### config.mk
export PLATFORM = sky130hd
export DESIGN_NAME = k68_sasc_host
export DESIGN_NICKNAME = d
export VERILOG_FILES = /design/src/rtl/k68_sasc_pkg.sv /design/src/rtl/k68_sasc_host_arb.sv /design/src/rtl/k68_sasc_host.sv
export SDC_FILE = /design/constraint.sdc
export NUM_CORES = 1
export LEC_CHECK = 0
export BUFFER_PORTS_ARGS = -buffer_cell sky130_fd_sc_hd__buf_2
export CORE_MARGIN = 8
export CORE_UTILIZATION = 46
export CTS_CLUSTER_DIAMETER = 120
export DETAILED_ROUTE_END_ITERATION = 8
export GPL_TIMING_DRIVEN = 0
export PLACE_DENSITY = 0.8
export REMOVE_ABC_BUFFERS = 1
export SLEW_MARGIN = 0
export SYNTH_ARGS = -nofsm -noshare
export SYNTH_HDL_FRONTEND = slang
export SYNTH_HIERARCHICAL = 1
export SYNTH_SLANG_ARGS = --single-unit
### constraint.sdc
create_clock -name clk_i -period 1.91 [get_ports clk_i]
set_input_delay 0.382 -clock clk_i [delete_from_list [all_inputs] [get_ports clk_i]]
set_output_delay 0.382 -clock clk_i [all_outputs]
set_load 0.005 [all_outputs]
### src/rtl/k68_sasc_pkg.sv
// Shared types and constants for the k68 SASC bus host.
package k68_sasc_pkg;

    localparam int unsigned BYTE_W    = 8;
    localparam int unsigned STAT_W    = 10;
    localparam int unsigned BUS_W     = 24;
    localparam int unsigned CNT_W     = 4;
    localparam int unsigned FULL_BIT  = 9;
    localparam int unsigned EMPTY_BIT = 8;

    typedef enum logic [1:0] {
        IDLE   = 2'd0,
        STROBE = 2'd1,
        SETTLE = 2'd2
    } state_t;

    // Write-data word presented to the peripheral.
    typedef struct packed {
        logic [BYTE_W-1:0] div1;
        logic [BYTE_W-1:0] div0;
        logic [BYTE_W-1:0] tx_byte;
    } bus_word_t;

endpackage

### src/rtl/k68_sasc_host_arb.sv
// Round-robin grant between TX writes and RX reads, evaluated in IDLE.
module k68_sasc_host_arb (
    input  logic idle,
    input  logic rst,
    input  logic tx_ok,
    input  logic rx_ok,
    input  logic last_tx,
    input  logic tx_vld,
    output logic tx_rdy,
    output logic rd_go
);

    // TX yields only when RX is eligible and TX was served last; read fires when no TX transfer happens.
    always_comb begin
        tx_rdy = idle & tx_ok & ~(rx_ok & last_tx) & ~rst;
        rd_go  = idle & rx_ok & ~(tx_vld & tx_rdy) & ~rst;
    end

endmodule

### src/rtl/k68_sasc_host.sv
// Bus initiator that feeds the SASC TX FIFO and drains its RX FIFO into a one-entry output register.
module k68_sasc_host
    import k68_sasc_pkg::*;
#(
    parameter logic [7:0]  DIV0       = 8'd1,
    parameter logic [7:0]  DIV1       = 8'd217,
    parameter int unsigned SETTLE_CYC = 1
) (
    input  logic              clk_i,
    input  logic              rst_i,
    input  logic [BYTE_W-1:0] tx_dat_i,
    input  logic              tx_vld_i,
    output logic              tx_rdy_o,
    output logic [BYTE_W-1:0] rx_dat_o,
    output logic              rx_vld_o,
    input  logic              rx_rdy_i,
    output logic              cs_o,
    output logic              we_o,
    output logic [BUS_W-1:0]  dat_o,
    input  logic [STAT_W-1:0] dat_i,
    output logic              busy_o
);

    localparam logic [CNT_W-1:0] SETTLE_LD = CNT_W'(SETTLE_CYC);

    state_t            state_q, state_d;
    logic [CNT_W-1:0]  cnt_q, cnt_d;
    logic              last_tx_q, last_tx_d;
    logic [BYTE_W-1:0] byte_q, byte_d;
    logic [BYTE_W-1:0] rx_dat_d;
    logic              rx_vld_d;
    logic              cs_d, we_d, busy_d;
    logic              tx_ok, rx_ok, rd_go, tx_go;
    bus_word_t         bus_word;

    // Eligibility from the peripheral status word.
    always_comb begin
        tx_ok = ~dat_i[FULL_BIT];
        rx_ok = ~dat_i[EMPTY_BIT] & ~rx_vld_o;
        tx_go = tx_vld_i & tx_rdy_o;
    end

    k68_sasc_host_arb u_arb (
        .idle    (state_q == IDLE),
        .rst     (rst_i),
        .tx_ok   (tx_ok),
        .rx_ok   (rx_ok),
        .last_tx (last_tx_q),
        .tx_vld  (tx_vld_i),
        .tx_rdy  (tx_rdy_o),
        .rd_go   (rd_go)
    );

    // Divisors are constant so the baud generator sees a stable value.
    always_comb begin
        bus_word = '{div1: DIV1, div0: DIV0, tx_byte: byte_q};
        dat_o    = bus_word;
    end

    // Next-state and next-output logic.
    always_comb begin
        state_d   = state_q;
        cnt_d     = cnt_q;
        last_tx_d = last_tx_q;
        byte_d    = byte_q;
        rx_dat_d  = rx_dat_o;
        rx_vld_d  = rx_vld_o;
        cs_d      = 1'b0;
        we_d      = 1'b0;

        if (rx_vld_o && rx_rdy_i) begin
            rx_vld_d = 1'b0;
        end

        case (state_q)
            IDLE: begin
                if (tx_go) begin
                    cs_d      = 1'b1;
                    we_d      = 1'b1;
                    byte_d    = tx_dat_i;
                    last_tx_d = 1'b1;
                    state_d   = STROBE;
                end else if (rd_go) begin
                    cs_d      = 1'b1;
                    last_tx_d = 1'b0;
                    state_d   = STROBE;
                end
            end
            STROBE: begin
                // RX head is valid before the pop takes effect.
                if (!we_o) begin
                    rx_dat_d = dat_i[BYTE_W-1:0];
                    rx_vld_d = 1'b1;
                end
                cnt_d   = SETTLE_LD;
                state_d = SETTLE;
            end
            SETTLE: begin
                if (cnt_q <= CNT_W'(1)) begin
                    state_d = IDLE;
                end else begin
                    cnt_d = cnt_q - CNT_W'(1);
                end
            end
            default: begin
                state_d = IDLE;
            end
        endcase

        busy_d = (state_d != IDLE);
    end

    // State and output registers.
    always_ff @(posedge clk_i) begin
        if (rst_i) begin
            state_q   <= IDLE;
            cnt_q     <= '0;
            last_tx_q <= 1'b0;
            byte_q    <= '0;
            rx_dat_o  <= '0;
            rx_vld_o  <= 1'b0;
            cs_o      <= 1'b0;
            we_o      <= 1'b0;
            busy_o    <= 1'b0;
        end else begin
            state_q   <= state_d;
            cnt_q     <= cnt_d;
            last_tx_q <= last_tx_d;
            byte_q    <= byte_d;
            rx_dat_o  <= rx_dat_d;
            rx_vld_o  <= rx_vld_d;
            cs_o      <= cs_d;
            we_o      <= we_d;
            busy_o    <= busy_d;
        end
    end

endmodule

==> results.cfg <==
[status]
status = completed

[yosys]
ys_top_cells_by_area = dfxtp_1 (42%), buf_4 (9.3%), mux2i_1 (6.2%), a21oi_1 (5.0%), nand2_1 (5.0%)
synth-async-reset-ratio = 0
ys_seq_elements = 27
synth_flop_cell = dfxtp_1
netlist_instances = 152
synth_top_area_frac = 0.419
yosysTopAreaCell = dfxtp_1
yosys_warnings = 6
synth.distinct_cells = 37
yosysSeqAreaShare = 0.419
syn_avg_cell_area_sq_um = 8.48
synth_edf_count = 0
syn-cell-area_sq_um = 1290

[drt]
via_per_inst = 4.98
postRouteAntennaNets = 0
num_vias = 1085
drt_wl_total_mm = 2.83
first_iter_violations = 32
wl_per_cell_um = 13.0
drc = 0
drt-pass1-iter-count = 4

[floorplan]
start_util = 0.476
fp.dieW_um = 68.9
ios = 59
core_sq_um = 2710
rows = 19
die_area_sq_um = 4750
chipHeight_um = 68.9

[timing]
fin_worst_skew_ns = 0.00570
finalCritPeriodShare = 0.949
whs_ns = 0.286
fmax_mhz = 552
final-max-slew-violation-count = 0
setup_slack_ns = 0.0983
max_slew_margin = 0.437
period_needed_ns = 1.81
tightest_slew_ns = 0.840
finalSetupViolCount = 0
finalHoldViolCount = 0
rsz0062_at_grt = false
finalSetupTns_ns = 0

[finish]
final_nets = 212
final_common_cell = buf_2
n_antenna_cell = 0
area_delta_synth_final_pct = 14.9
fillers = 270
post-route-util = 0.546
drive_gt1_frac = 0.289
final_cell_mix = buf_2 (42), dfxtp_1 (25), nand2_1 (17)

[pwr]
peakVddDrop_mv = 0.646
power_leakage_nw = 0.668
p_sw_mw = 0.248
fin_total_pwr_mw = 0.978
power.internal_mw = 0.731
power.density_nw_per_um2 = 661
swShare = 0.253
power.share.clock = 0.241
pwr-share-comb = 0.141
seqPwrFrac = 0.618

[critical_path]
cp-start-kind = flop
required_ns = 1.53
critical_path_class = flop to output pin
arrival_ns = 1.43
critPathMaxFanout = 17
critPathCaptureType = output pin

[placement]
finalWeightedCongestion = 0.785
dp_hpwl_mm = 2.07
dp_slack_ns = -0.619
portBuffers = 42

[global_routing]
gr-total-overflow = 0
grt_first_pass_wirelength_mm = 4.53
grt_antenna_before_repair = 0
grt_use_total = 0.123
grt_pass1_vias = 1067
grt_max_degree = 31

[clock_network]
h-tree-depth = 1
cts_tree = built
ctsHoldBuffers = 0
worstSkewPairLatency_ns = 0.31
cts.clk_slew.worst_paths_ns = 0.14
clockBufferDepth = 2
cts_buffers = 3
clockRootBuffer = clkbuf_4
cts_sinks = 27

[run]
maxCapViolCount = 0

[min_path]
hold_path_class = primary input to flop
==> routing by layer <==
metal  global-route usage  routed length (um)  up-vias
met2                0.206                1380       34
met1                0.128                1170      498
met4               0.0677                  48        0
li1                     -                   -      549
met5                    0                   0        -
met3               0.0517                 234        4
==> timing repair <==
action                                  4_1_cts  5_1_grt
endpoints found under the setup margin       10       10
pin swaps                                     0        1
buffers inserted                              0        0
hold endpoints to repair                      0        0
resized for setup                             5        4
gates cloned                                  0        0
==> power groups by stage <==
| stage | combinational [mW] | sequential, mW | clock, mW |
|---|---|---|---|
| 6_report | 0.138 | 0.605 | 0.236 |
| 5_1_grt | 0.155 | 0.609 | 0.270 |
| 4_1_cts | 0.135 | 0.606 | 0.247 |
| 3_5_place_dp | 0.131 | 0.616 | 0 |
| 3_3_place_gp | 0.128 | 0.616 | 0 |
| 2_1_floorplan | 0.0670 | 0.616 | 0 |
==> cells in the mapped netlist, types with 3 or more instances <==
cell type  instances
mux2i_1            8
nor2_1            16
clkbuf_1           4
buf_4             16
a21oi_1           13
inv_1              7
dfxtp_1           27
a31oi_1            3
o21ai_0            4
nand2_1           17
==> path summary, 6_finish.rpt <==
| kind | from | to | slack (ns) | depth (start not counted) |
|---|---|---|---|---|
| worst min-delay path | tx_dat_i[5] | byte_q[5] | 0.29 | 3 |
| worst max register to register | state_q[0] | byte_q[6] | 0.21 | 6 |
| worst max-delay path | state_q[0] | tx_rdy_o | 0.1 | 4 |
| worst min register to register | byte_q[4] | byte_q[4] | 0.46 | 2 |
==> kinds of logic (layout without fill, tap and decap cells) <==
| logic type | after synthesis | count (layout) | synth area share |
|---|---|---|---|
| flops | 27 | 27 | 0.419 |
| other cells | 2 | 16 | 0.00583 |
| simple gates | 56 | 56 | 0.220 |
| fa+ha+maj | 2 | 2 | 0.0194 |
| mux | 8 | 8 | 0.0621 |
| compound gates | 25 | 25 | 0.117 |
| buf+inv | 32 | 53 | 0.156 |
==> area by class of cell <==
cell class | instances | area [sq um] | area share
Tap cell | 31 | 38.8 | 0.0262
Sequential cell | 27 | 548 | 0.370
Clock buffer | 4 | 26.3 | 0.0178
Timing Repair Buffer | 42 | 210 | 0.142
Inverter | 7 | 26.3 | 0.0178
Multi-Input combinational cell | 107 | 631 | 0.426
==> sequential cells by signal, indices dropped and copies added, names as in the netlist <==
| name | flops |
|---|---|
| busy_o | 1 |
| cs_o | 1 |
| rx_dat_o | 8 |
| state_q | 2 |
| cnt_q | 4 |
| we_o | 1 |
| byte_q | 8 |
| last_tx_q | 1 |
| rx_vld_o | 1 |
==> critical path: stages (launching register included) <==
cell and delay [ns]:
dfxtp_4 0.43, nor2_2 0.17, nand3b_1 0.11, a21oi_2 0.22, buf_2 0.17
==> stage by stage <==
stage	instances	cell area, sq um
6_report	218	1480
5_1_grt	218	1480
4_1_cts	218	1470
3_5_place_dp	214	1420
3_3_place_gp	214	1420
2_1_floorplan	141	1170
(Power assumes the default switching activity.)
